## src/rtl/des_round_sequencer.sv

```systemverilog
// des_round_sequencer
//
// Iterative Feistel round controller for an iterative DES datapath. It holds
// the L/R halves of a post-IP block. Each RUN cycle it presents R (r_out) and
// a subkey index (key_idx) to the external round function. It then folds the
// combinational f result (f_in) back into the halves. After ROUNDS iterations
// the pre-output block {R_final, L_final} is registered onto block_out and
// flagged with a one-cycle done pulse.
//
// Ports:
//   clk        rising-edge clock
//   rst        synchronous active-high reset
//   start      load block_in and begin (accepted only while idle)
//   decrypt    sampled with start; 1 = reverse subkey order
//   block_in   post-IP block, L0 = [63:32], R0 = [31:0]
//   f_in       round-function result for current r_out/key_idx
//   r_out      current R half
//   key_idx    subkey index for the current round
//   round_idx  current round counter, 0..ROUNDS-1
//   busy       high while a block is in flight (RUN, DONE)
//   done       one-cycle pulse when block_out becomes valid
//   block_out  {R_final, L_final}, held until the next accepted start
module des_round_sequencer #(
  parameter int ROUNDS = 16
) (
  input  logic        clk,
  input  logic        rst,
  input  logic        start,
  input  logic        decrypt,
  input  logic [63:0] block_in,
  input  logic [31:0] f_in,
  output logic [31:0] r_out,
  output logic [3:0]  key_idx,
  output logic [3:0]  round_idx,
  output logic        busy,
  output logic        done,
  output logic [63:0] block_out
);

  typedef enum logic [1:0] {
    IDLE = 2'd0,
    RUN  = 2'd1,
    DONE = 2'd2
  } state_t;

  localparam logic [3:0] LAST = 4'(ROUNDS - 1);

  state_t      state_q, state_d;
  logic [31:0] l_q, l_d;
  logic [31:0] r_q, r_d;
  logic [3:0]  rnd_q, rnd_d;
  logic        dec_q, dec_d;
  logic [63:0] bo_q, bo_d;
  logic        done_q, done_d;

  always_comb begin
    state_d = state_q;
    l_d     = l_q;
    r_d     = r_q;
    rnd_d   = rnd_q;
    dec_d   = dec_q;
    bo_d    = bo_q;
    done_d  = 1'b0;
    unique case (state_q)
      IDLE: begin
        if (start) begin
          l_d     = block_in[63:32];
          r_d     = block_in[31:0];
          dec_d   = decrypt;
          rnd_d   = 4'd0;
          state_d = RUN;
        end
      end
      RUN: begin
        l_d = r_q;
        r_d = l_q ^ f_in;
        // The counter parks at the last round so it never wraps.
        if (rnd_q == LAST) begin
          state_d = DONE;
        end else begin
          rnd_d = rnd_q + 4'd1;
        end
      end
      DONE: begin
        // Final swap is undone by placing R (already R16) in the upper half.
        bo_d    = {r_q, l_q};
        done_d  = 1'b1;
        state_d = IDLE;
      end
      default: begin
        state_d = IDLE;
      end
    endcase
  end

  always_ff @(posedge clk) begin
    if (rst) begin
      state_q <= IDLE;
      l_q     <= '0;
      r_q     <= '0;
      rnd_q   <= '0;
      dec_q   <= 1'b0;
      bo_q    <= '0;
      done_q  <= 1'b0;
    end else begin
      state_q <= state_d;
      l_q     <= l_d;
      r_q     <= r_d;
      rnd_q   <= rnd_d;
      dec_q   <= dec_d;
      bo_q    <= bo_d;
      done_q  <= done_d;
    end
  end

  assign r_out     = r_q;
  assign round_idx = rnd_q;
  assign key_idx   = dec_q ? (LAST - rnd_q) : rnd_q;
  assign busy      = (state_q != IDLE);
  assign done      = done_q;
  assign block_out = bo_q;

endmodule
```

## config.mk

```make
export PLATFORM = sky130hd
export DESIGN_NAME = des_round_sequencer
export DESIGN_NICKNAME = d
export VERILOG_FILES = /design/src/rtl/des_round_sequencer.sv
export SDC_FILE = /design/constraint.sdc
export NUM_CORES = 1
export LEC_CHECK = 0
export ABC_AREA = 0
export BUFFER_PORTS_ARGS = -buffer_cell sky130_fd_sc_hd__buf_2
export CAP_MARGIN = 20
export CORE_ASPECT_RATIO = 1.75
export CORE_MARGIN = 1.5
export CORE_UTILIZATION = 49
export CTS_CLUSTER_SIZE = 40
export DETAILED_ROUTE_END_ITERATION = 10
export MAX_ROUTING_LAYER = met4
export PLACE_DENSITY = 0.91
export SKIP_CTS_REPAIR_TIMING = 1
export SKIP_LAST_GASP = 1
export SLEW_MARGIN = 30
export SYNTH_ARGS = -nofsm -noshare
export SYNTH_HDL_FRONTEND = slang
export SYNTH_SLANG_ARGS = --single-unit
```

## constraint.sdc

```tcl
create_clock -name clk -period 1.9 [get_ports clk]
set_input_delay 0.475 -clock clk [delete_from_list [all_inputs] [get_ports clk]]
set_output_delay 0.475 -clock clk [all_outputs]
set_load 0.05 [all_outputs]
```

==> results.sh <==
export IMPL_max_freq_mhz=553.6
export IMPL_ys_ff_latch=136
export IMPL_skew_ns=0.008927
export IMPL_p_sw_frac=0.2594
export IMPL_routed_via_count=5456
export IMPL_grt_overflow_total=0
export IMPL_slowest_delay_ns=0.49
export IMPL_antenna_found_initial=0
export IMPL_synth_simple_area_share=0.1783
export IMPL_core_area_mm2=0.01076
export IMPL_cts_tree="built"
export IMPL_async_flop_share=0
export IMPL_finalSetupTns_ns=0
export IMPL_cts_made_buffers=17
export IMPL_synth_commonest_cells="nand2_1 (160), dfxtp_1 (136), a21oi_1 (98)"
export IMPL_hold_path_class="in -> reg"
export IMPL_cap_violations=0
export IMPL_yosysUniqueCellTypes=33
export IMPL_dr_pass1_iters=5
export IMPL_worstHoldStart="block_in[30]"
export IMPL_synth_area_leaders="dfxtp_1 (50%), nand2_1 (11%), a21oi_1 (9.0%)"
export IMPL_synth_xor_area_frac=0.05767
export IMPL_status="completed"
export IMPL_grt_pass1_wl_mm=25.50
export IMPL_synthesis_nets=745
export IMPL_synth_top_area_cell="dfxtp_1"
export IMPL_critPathKind="reg -> out"
export IMPL_die_h_um=142.7
export IMPL_dp_hpwl_mm=10.63
export IMPL_timing_rr_start="state_q[1]"
export IMPL_ys_seq_area_frac=0.4979
export IMPL_holdPathEnd="r_out[30]"
export IMPL_nets=931
export IMPL_gp_congestion=0.8585
export IMPL_drive_above_1_share=0.3171
export IMPL_vdd_drop_max_mv=0.7923
export IMPL_cp_top_family="flip-flops"
export IMPL_worst_slew_pin_slew_ns=0.9071
export IMPL_ant_nets=0
export IMPL_timing_final_max_slew_violations=0
export IMPL_final_util=0.6694
export IMPL_fin_crit_sh=0.9507
export IMPL_yosysWarningCount=0
export IMPL_crit_chain="xor2_2, buf_2"
export IMPL_worst_path_buf_inv=1
export IMPL_pwr_share_seq=0.409
export IMPL_setup_slack_ns=0.09366
export IMPL_worstSkewPairLatency_ns=0.41
export IMPL_post_route_min_period_ns=1.806
export IMPL_p_sw_mw=1.993
export IMPL_grt_max_degree=74
export IMPL_drt_initial_drc_count=321
export IMPL_cts_sinks=136
export IMPL_reg2regPathDepth=3
export IMPL_worst_setup_path_start_kind="register"
export IMPL_p_leak_nw=3.184
export IMPL_die_area_mm2=0.01183
export IMPL_synth_compound_area_frac=0.2048
export IMPL_timing_final_hold_violations=0
export IMPL_synth_top_cell_area_share=0.4979
export IMPL_synthAdderAreaFrac=0.002288
export IMPL_grt_util_all_layers=0.2768
export IMPL_dpl_cell_count=941
export IMPL_first_global_vias=5388
export IMPL_p_int_mw=5.690
export IMPL_initial_core_util=0.5081
export IMPL_cp_required_ns=1.42
export IMPL_insertedDiodeCount=0
export IMPL_avgSynthCellArea_um2=8.490
export IMPL_synthMuxAreaShare=0.001831
export IMPL_cp_slowest_cell="dfxtp_1"
export IMPL_worstPathMaxFanout=6
export IMPL_rsz0062_at_grt="false"
export IMPL_worstHoldPathCells=2
export IMPL_crit_arrival_ns=1.33
export IMPL_yosysMostFrequentCell="nand2_1"
export IMPL_numPortBuffers=205
export IMPL_max_clock_path_buffers=2
export IMPL_syn_inst=644
export IMPL_h_tree_depth=4
export IMPL_setup_violations_final=0
export IMPL_avgRoutedWirePerCell_um=16.76
export IMPL_timing_slew_headroom=0.3938
export IMPL_clk_pin_slew_worst_paths_ns=0.06
export IMPL_reg2reg_to="r_out[16]"
export IMPL_pin_count=206
export IMPL_synth_top_family_by_area="compound AO/OA/AOI/OAI gates"
export IMPL_ys_flop_type="dfxtp_1"
export IMPL_synth_edf_count=0
export IMPL_syn_cell_area_mm2=0.005468
export IMPL_powerDensity_mw_per_mm2=1067
export IMPL_layout_area_overhead_vs_synth_pct=31.74
export IMPL_whs_ns=0.2838
export IMPL_layoutNonFillerInstCount=972
export IMPL_regToRegSetupSlack_ns=0.22
export IMPL_wl_mm=16.29
export IMPL_drcViolationCount=0
export IMPL_die_x_um=82.85
export IMPL_cts_root_buffer="clkbuf_16"
export IMPL_power_share_clock=0.466
export IMPL_cp_end_kind="output port"
export IMPL_via_per_inst=5.613
export IMPL_place_ws_ns=0.06311
export IMPL_combPwrFrac=0.125
export IMPL_rows=50
-- sequential cells by signal, indices dropped and copies added (netlist names) --
name	flops
l_q	32
state_q	2
done	1
dec_q	1
block_out	64
r_out	32
round_idx	4
-- through the flow --
stage,power (mW),area [um2]
global placement,4.118,6560
detailed placement,4.141,6560
CTS,7.710,7201
finish,7.683,7203
global route,7.908,7203
floorplan,3.838,5498
-- layer usage --
layer  GRT usage  up-vias  wire, um
li1            -     2565         -
met1      0.2990     2561      5989
met2      0.4814      278      8639
met3     0.04509       52      1009
met4      0.1561        0       648
met5           -        -         0
-- cells by family after synthesis --
family | Yosys count
adders and majority gates | 1
AOI/OAI and AO/OA | 170
DFF | 136
xor gates and xnor gates | 36
buffers and inverters | 54
muxes | 1
and+or+nand+nor | 246
-- cell type report --
class,count,area (um2)
multi-input cells,454,2489
clock inverters,12,197.7
clock buffers,19,442.9
well taps,130,162.7
flip-flops and latches,136,2725
fillers,873,3557
repair buffers,221,1186
-- cells in the final DEF (no fill, tap or decap), drive strengths merged, types with 5 or more instances in the layout --
| cell | count |
|---|---|
| a211oi | 33 |
| a21oi | 98 |
| a221o | 32 |
| buf | 221 |
| bufinv | 5 |
| clkbuf | 19 |
| dfxtp | 136 |
| nand2 | 160 |
| nor2 | 69 |
| xnor2 | 32 |
-- worst max-delay path by stage --
stage	to	cells after the start	start
6_report	key_idx[0]	2	round_idx[0]
4_1_cts	key_idx[0]	2	dec_q
2_1_floorplan	key_idx[2]	1	round_idx[2]
5_1_grt	key_idx[2]	2	round_idx[2]
3_5_place_dp	r_out[27]	4	start
3_3_place_gp	r_out[13]	4	start
-- power groups by stage --
| stage | clock (mW) | combinational [mW] | sequential (mW) |
|---|---|---|---|
| after global placement | 0 | 0.928 | 3.19 |
| after floorplan | 0 | 0.447 | 3.39 |
| final | 3.58 | 0.963 | 3.14 |
| after global routing | 3.74 | 1.02 | 3.15 |
| after detailed placement | 0 | 0.949 | 3.19 |
| after CTS | 3.62 | 0.957 | 3.13 |
-- worst register-to-register path, stage by stage (launching register included) --
cell,delay (ns)
dfxtp_1,0.42
o21ba_2,0.22
nor2_4,0.69
a221o_1,0.29
No activity file was read; power rests on OpenSTA's default activity.
